--- src/rtl/hazard_unit.sv ---
// hazard_unit: pipeline hazard controller for a five-stage in-order core.
//
// It resolves four kinds of hazard:
//   - operand forwarding into Execute from Memory or Writeback
//   - load-use stalls, which insert one bubble into Execute
//   - control flushes when a branch or jump resolves as taken in Execute
//   - data-memory wait stalls, bounded by a timeout that raises mem_err
//
// Optional feature: define HAZARD_PERF_COUNT_EN to build the saturating
// stall and flush performance counters. When it is undefined, both counter
// ports are tied to zero and no counter flops are built.
//
// state    | meaning
// ---------+-------------------------------------------------------------
// RUN      | pipeline flowing; the wait counter is held at zero
// MEM_WAIT | data memory is busy; the whole pipe is held and the wait
//          | counter advances toward MEM_TIMEOUT
module hazard_unit #(
    parameter int unsigned MEM_TIMEOUT = 255
) (
    input  logic        clk,
    input  logic        reset,
    input  logic [4:0]  Rs1D,
    input  logic [4:0]  Rs2D,
    input  logic [4:0]  Rs1E,
    input  logic [4:0]  Rs2E,
    input  logic [4:0]  RdE,
    input  logic [4:0]  RdM,
    input  logic [4:0]  RdW,
    input  logic        ResultSrcE0,
    input  logic        RegWriteM,
    input  logic        RegWriteW,
    input  logic        PCSrcE,
    input  logic        mem_req_M,
    input  logic        mem_ready,
    output logic        StallF,
    output logic        StallD,
    output logic        StallE,
    output logic        StallM,
    output logic        FlushD,
    output logic        FlushE,
    output logic        FlushW,
    output logic [1:0]  ForwardAE,
    output logic [1:0]  ForwardBE,
    output logic        mem_err,
    output logic [31:0] stall_cycles,
    output logic [31:0] flush_events
);

    typedef enum logic {
        RUN      = 1'b0,
        MEM_WAIT = 1'b1
    } state_t;

    localparam logic [1:0]  FWD_RF = 2'b00;
    localparam logic [1:0]  FWD_W  = 2'b01;
    localparam logic [1:0]  FWD_M  = 2'b10;

    // Wait-counter value on the last wait cycle before the timeout fires.
    localparam logic [15:0] WAIT_LAST = 16'(MEM_TIMEOUT - 1);

    state_t      state;
    state_t      state_nxt;
    logic [15:0] wait_cnt;

    logic timeout_cycle;
    logic timeout_err;
    logic memwait;
    logic lwstall;

    // Detect the memory timeout, the memory-wait condition and load-use hazards.
    always_comb begin
        timeout_cycle = (state == MEM_WAIT) && (wait_cnt == WAIT_LAST);
        memwait       = mem_req_M && !mem_ready && !timeout_cycle;
        // If mem_ready arrives in the timeout cycle, the access completes
        // normally and is not reported as an error.
        timeout_err   = timeout_cycle && mem_req_M && !mem_ready;
        lwstall       = ResultSrcE0 && (RdE != 5'd0) &&
                        ((RdE == Rs1D) || (RdE == Rs2D));
    end

    // Select the ALU operand sources. The Memory stage holds the younger
    // result, so it has priority over Writeback.
    always_comb begin
        ForwardAE = FWD_RF;
        ForwardBE = FWD_RF;
        if (reset) begin
            if (RegWriteM && (RdM != 5'd0) && (RdM == Rs1E))
                ForwardAE = FWD_M;
            else if (RegWriteW && (RdW != 5'd0) && (RdW == Rs1E))
                ForwardAE = FWD_W;

            if (RegWriteM && (RdM != 5'd0) && (RdM == Rs2E))
                ForwardBE = FWD_M;
            else if (RegWriteW && (RdW != 5'd0) && (RdW == Rs2E))
                ForwardBE = FWD_W;
        end
    end

    // Drive the stall and flush outputs. Reset flushes the whole pipe.
    // A memory wait freezes every stage and bubbles Writeback. A taken
    // branch overrides a load-use stall. During a wait, a taken branch is
    // held off; it flushes D and E in the cycle the wait releases.
    always_comb begin
        StallF  = 1'b0;
        StallD  = 1'b0;
        StallE  = 1'b0;
        StallM  = 1'b0;
        FlushD  = 1'b0;
        FlushE  = 1'b0;
        FlushW  = 1'b0;
        mem_err = 1'b0;
        if (!reset) begin
            FlushD = 1'b1;
            FlushE = 1'b1;
            FlushW = 1'b1;
        end else if (memwait) begin
            StallF = 1'b1;
            StallD = 1'b1;
            StallE = 1'b1;
            StallM = 1'b1;
            FlushW = 1'b1;
        end else begin
            // The timed-out access never produced data, so Writeback gets a
            // bubble and no stage is stalled in the release cycle.
            if (timeout_err) begin
                FlushW  = 1'b1;
                mem_err = 1'b1;
            end
            if (PCSrcE) begin
                FlushD = 1'b1;
                FlushE = 1'b1;
            end else if (lwstall && !timeout_err) begin
                StallF = 1'b1;
                StallD = 1'b1;
                FlushE = 1'b1;
            end
        end
    end

    // Compute the next state. Leave MEM_WAIT as soon as the wait condition
    // drops; that happens on ready, on timeout, or when the request goes away.
    always_comb begin
        state_nxt = state;
        case (state)
            RUN:      if (memwait)  state_nxt = MEM_WAIT;
            MEM_WAIT: if (!memwait) state_nxt = RUN;
            default:  state_nxt = RUN;
        endcase
    end

    // Update the state register and the wait counter. The counter is cleared
    // in RUN and advances once per MEM_WAIT cycle.
    always_ff @(posedge clk) begin
        if (!reset) begin
            state    <= RUN;
            wait_cnt <= 16'd0;
        end else begin
            state <= state_nxt;
            if (state == MEM_WAIT)
                wait_cnt <= wait_cnt + 16'd1;
            else
                wait_cnt <= 16'd0;
        end
    end

`ifdef HAZARD_PERF_COUNT_EN
    // Count stalled cycles and flush cycles, saturating at all-ones. The
    // counters are held at zero during reset, so the reset flushes are not
    // counted.
    always_ff @(posedge clk) begin
        if (!reset) begin
            stall_cycles <= 32'd0;
            flush_events <= 32'd0;
        end else begin
            if (StallF && (stall_cycles != 32'hFFFF_FFFF))
                stall_cycles <= stall_cycles + 32'd1;
            if ((FlushD || FlushE) && (flush_events != 32'hFFFF_FFFF))
                flush_events <= flush_events + 32'd1;
        end
    end
`else
    // Without performance counting, both counter ports are constant zero.
    always_comb begin
        stall_cycles = 32'd0;
        flush_events = 32'd0;
    end
`endif

endmodule
--- config.mk ---
export PLATFORM = sky130hd
export DESIGN_NAME = hazard_unit
export DESIGN_NICKNAME = d
export VERILOG_FILES = /design/src/rtl/hazard_unit.sv
export SDC_FILE = /design/constraint.sdc
export NUM_CORES = 1
export LEC_CHECK = 0
export BUFFER_PORTS_ARGS = -buffer_cell sky130_fd_sc_hd__buf_2
export CORE_ASPECT_RATIO = 1.75
export CORE_MARGIN = 2
export CORE_UTILIZATION = 46
export CTS_BUF_LIST = sky130_fd_sc_hd__clkbuf_4 sky130_fd_sc_hd__clkbuf_8
export CTS_CLUSTER_DIAMETER = 200
export DETAILED_ROUTE_END_ITERATION = 8
export HOLD_SLACK_MARGIN = 0.1
export PLACE_DENSITY_LB_ADDON = 0.05
export RECOVER_POWER = 100
export SYNTH_ARGS = -nofsm -noshare
export SYNTH_HDL_FRONTEND = slang
export SYNTH_SLANG_ARGS = --single-unit
--- constraint.sdc ---
create_clock -name clk -period 4.7 [get_ports clk]
set_input_delay 0.94 -clock clk [delete_from_list [all_inputs] [get_ports clk]]
set_output_delay 0.94 -clock clk [all_outputs]
set_load 0.05 [all_outputs]
==> parameters.txt <==
Parameter                              Value

Logic synthesis
  Largest area contributor in the synthesized netlist ... sky130_fd_sc_hd__buf_4
  Yosys Warn Count ... 0
  Synth top area cells ... sky130_fd_sc_hd__buf_4 29%, sky130_fd_sc_hd__dfxtp_1 20%, sky130_fd_sc_hd__xor2_1 15%
  Area share of the leading cell type in the synthesized netlist ... 28.6%
  Total standard cell area after synthesis ... 1730 um^2
  Post-synth EDFFs ... 0
  Leading register cell type out of synthesis ... sky130_fd_sc_hd__dfxtp_1
  FFs w/ async S/R, synth ... 0%
  Synth Register Bits ... 17
  Synthesized area divided by synthesized cell count ... 7.94 um^2
  Number of distinct standard cells referenced by the synthesized netlist ... 34
  Sequential element share of the synthesized area ... 19.7%
  Top cells by instance count after synthesis ... 66 x sky130_fd_sc_hd__buf_4, 29 x sky130_fd_sc_hd__xor2_1, 18 x sky130_fd_sc_hd__nor2_1
  Post-synthesis cell count ... 218
  Most used standard cell by instance count after synthesis ... sky130_fd_sc_hd__buf_4

Die
  Die X-Extent ... 50.4 um
  Num ports ... 119
  Initial Util ... 47.7%
  Placeable core region ... 3630 um^2
  Floorplan die height ... 85.1 um
  Full die area ... 4290 um^2
  Number of rows created at floorplan ... 29

Detailed routing
  Count of routing violations after the opening detailed-route iteration ... 8
  DRT Wirelength ... 3.58 mm
  Average vias per placed instance ... 4.50
  Vias after detailed routing ... 1,428
  Routed length per instance ... 11.3 um
  Count of antenna-violating nets left after detailed routing ... 0
  Detailed-routing iteration count for the pre-antenna-repair pass ... 5
  Post-detailed-route DRC marker count ... 0

Layout
  Post-layout instance count excluding filler cells ... 317
  Final-stage net count ... 317
  Final Core Density ... 50.2%
  Count of antenna diodes in the layout ... 0
  Share of post-route cells with drive strength above 1 ... 18.5%
  Summed area of non-filler cells in the final layout ... 1820 um^2
  Layout overhead on the synthesized area ... 5.28%

Worst setup path
  Arrival time at the worst endpoint ... 2.86 ns
  Ordered list of cells on the worst path ... clkbuf_1 -> o211ai_1 -> or4_1 -> nor4_1 -> clkbuf_1
  Stage delay of the slowest cell on the critical path ... 0.58 ns
  Cell type of the slowest stage on the worst timing path ... sky130_fd_sc_hd__or4_1
  Crit path max fanout ... 12
  R2R Path Start ... wait_cnt[0]
  Most Frequent Cell on Critical Path ... sky130_fd_sc_hd__clkbuf_1
  Worst Path Buf+Inv ... 2
  Capture instance of the worst register-to-register path ... wait_cnt[12]
  Worst reg-to-reg path cell count ... 5
  Crit path max-delay family ... buffers and inverters
  Critical Path Sink Type ... output pin
  Category of the most critical setup path ... input port to output pin
  Crit start category ... input port
  CP required ... 3.76 ns
  Reg2reg setup slack ... 2.88 ns
  Critical path depth in cells ... 5

Flow run
  Max Cap Viol ... 0

Clock tree
  Clock Latency Late Sink ... 0.25 ns
  Clock edge transition at the registers on the reported setup and hold paths ... 0.07 ns
  Hold-fix buffers, CTS ... 0
  Number of sinks on the clock net ... 17
  TritonCTS clock tree ... built
  Setup repair bufs after CTS ... 0
  Clock buffers created by TritonCTS ... 3
  Post-cts gate resize count ... 0
  CTS H-tree lvls ... 1
  Clock tree root buffer cell ... sky130_fd_sc_hd__clkbuf_8
  CTS max path bufs ... 2

Placement
  Detailed Place HPWL ... 3.08 mm
  Placed cell areas ... 1790 um^2
  Buffers on Ports ... 54
  Worst-case setup slack after placement ... 1.20 ns
  Cell count after placement ... 313
  RD Place Congestion ... 0.781

Timing
  Slew of the pin with the lowest slew margin ... 0.637 ns
  Setup violations, final ... 0
  Final Hold Slack ... 0.488 ns
  Final Max Tran Viols ... 0
  Period utilization ... 80.8%
  Final hold viol count ... 0
  Setup repair after global routing missed its margin ... false
  Clk_skew ... 0.00163 ns
  Maximum achievable frequency ... 263 MHz
  Time the final worst path needs with I/O delays and setup ... 3.80 ns
  Worst slew slack as a fraction of its limit ... 57.7%
  Worst path setup slack after routing ... 0.901 ns
  Fin Setup TNS ... 0 ns

Power
  Power Total ... 437 uW
  Worst vdd ir ... 0.194 mV
  Power Density ... 240 nW/um^2
  Leakage component of the power ... 0.836 nW

Worst hold path
  Number of stages on the worst hold path ... 2
  Start point of the worst hold path ... wait_cnt[15]
  Hold Path End ... wait_cnt[15]
  Type of the worst min-delay path ... flop to flop

GRT
  Global-route wire length before repair ... 5.69 mm
  Sum of overflow across all layers after global routing ... 0
  Largest net degree at the start of global routing ... 17
  Initial antenna violation count ... 0
  All-layer global routing usage ... 16.6%
  Via count of the first global-routing pass ... 1,338

Status
  Status ... completed
[power breakdown]
group          internal, mW  switching, mW  total (mW)
combinational        0.0302          0.155       0.185
clock                0.0587         0.0484       0.107
sequential            0.145       0.000765       0.145
[flip-flops by register name, indices dropped and copies added (netlist names)]
name / flops
state: 1
wait_cnt: 16
[routing by layer]
metal | GRT usage (%) | wire (um)
met1 | 16.4 | 1190
met2 | 35.0 | 2120
met3 | 1.06 | 205
met4 | 4.18 | 59
met5 | 0 | 0
[worst max-delay path by stage]
stage,from,endpoint,slack (ns)
finish,reset,ForwardBE[0],0.90
CTS,wait_cnt[1],mem_err,1.19
detailed placement,RdM[1],ForwardBE[0],1.20
global placement,RdM[1],ForwardBE[0],1.24
global route,reset,ForwardAE[0],0.82
floorplan,RdM[1],ForwardAE[0],0.47
[worst register-to-register path: stages (launching register included)]
cell and delay (ns):
sky130_fd_sc_hd__dfxtp_1 0.41, sky130_fd_sc_hd__ha_1 0.24, sky130_fd_sc_hd__inv_1 0.11, sky130_fd_sc_hd__nor4_1 0.58, sky130_fd_sc_hd__a21oi_1 0.15, sky130_fd_sc_hd__a31o_2 0.23
[final cells by class]
| type | instances | area, um^2 |
|---|---|---|
| fill | 418 | 1810 |
| multi-input combinational | 193 | 1110 |
| sequential | 17 | 340 |
| timing repair buffer | 54 | 254 |
| tap | 46 | 57.6 |
| clock buffer | 3 | 41.3 |
| inverter | 3 | 11.3 |
| clock inverter | 1 | 5.00 |
[layout by cell type, fill, tap and decap left out, drive strengths merged]
cell type and n:
a21oi 5, conb 64, o221ai 1, or3 3, nand2b 1, nor2 18
or4b 1, o21ai 5, or3b 1, dfxtp 17, inv 3, nand3 8
xnor2 10, o21a 1, buf 41, nor3 3, o211ai 1, xor2 29
and4 1, clkinv 1, clkbuf 16, nor2b 1, nand4 3, o22ai 1
and3 3, nor4 8, a22oi 1, ha 2, or4 7, nand2 10
a31o 2, nand4b 1, and2 2
[kinds of logic after synthesis]
group | synth area share, %
buffers and inverters | 29.7
other | 0.217
AOI/OAI and AO/OA | 6.07
and+or+nand+nor | 23.1
adders and majority gates | 1.45
DFF | 19.7
xor gates and xnor gates | 19.7
Note: power is estimated with default switching activity, not from simulation.
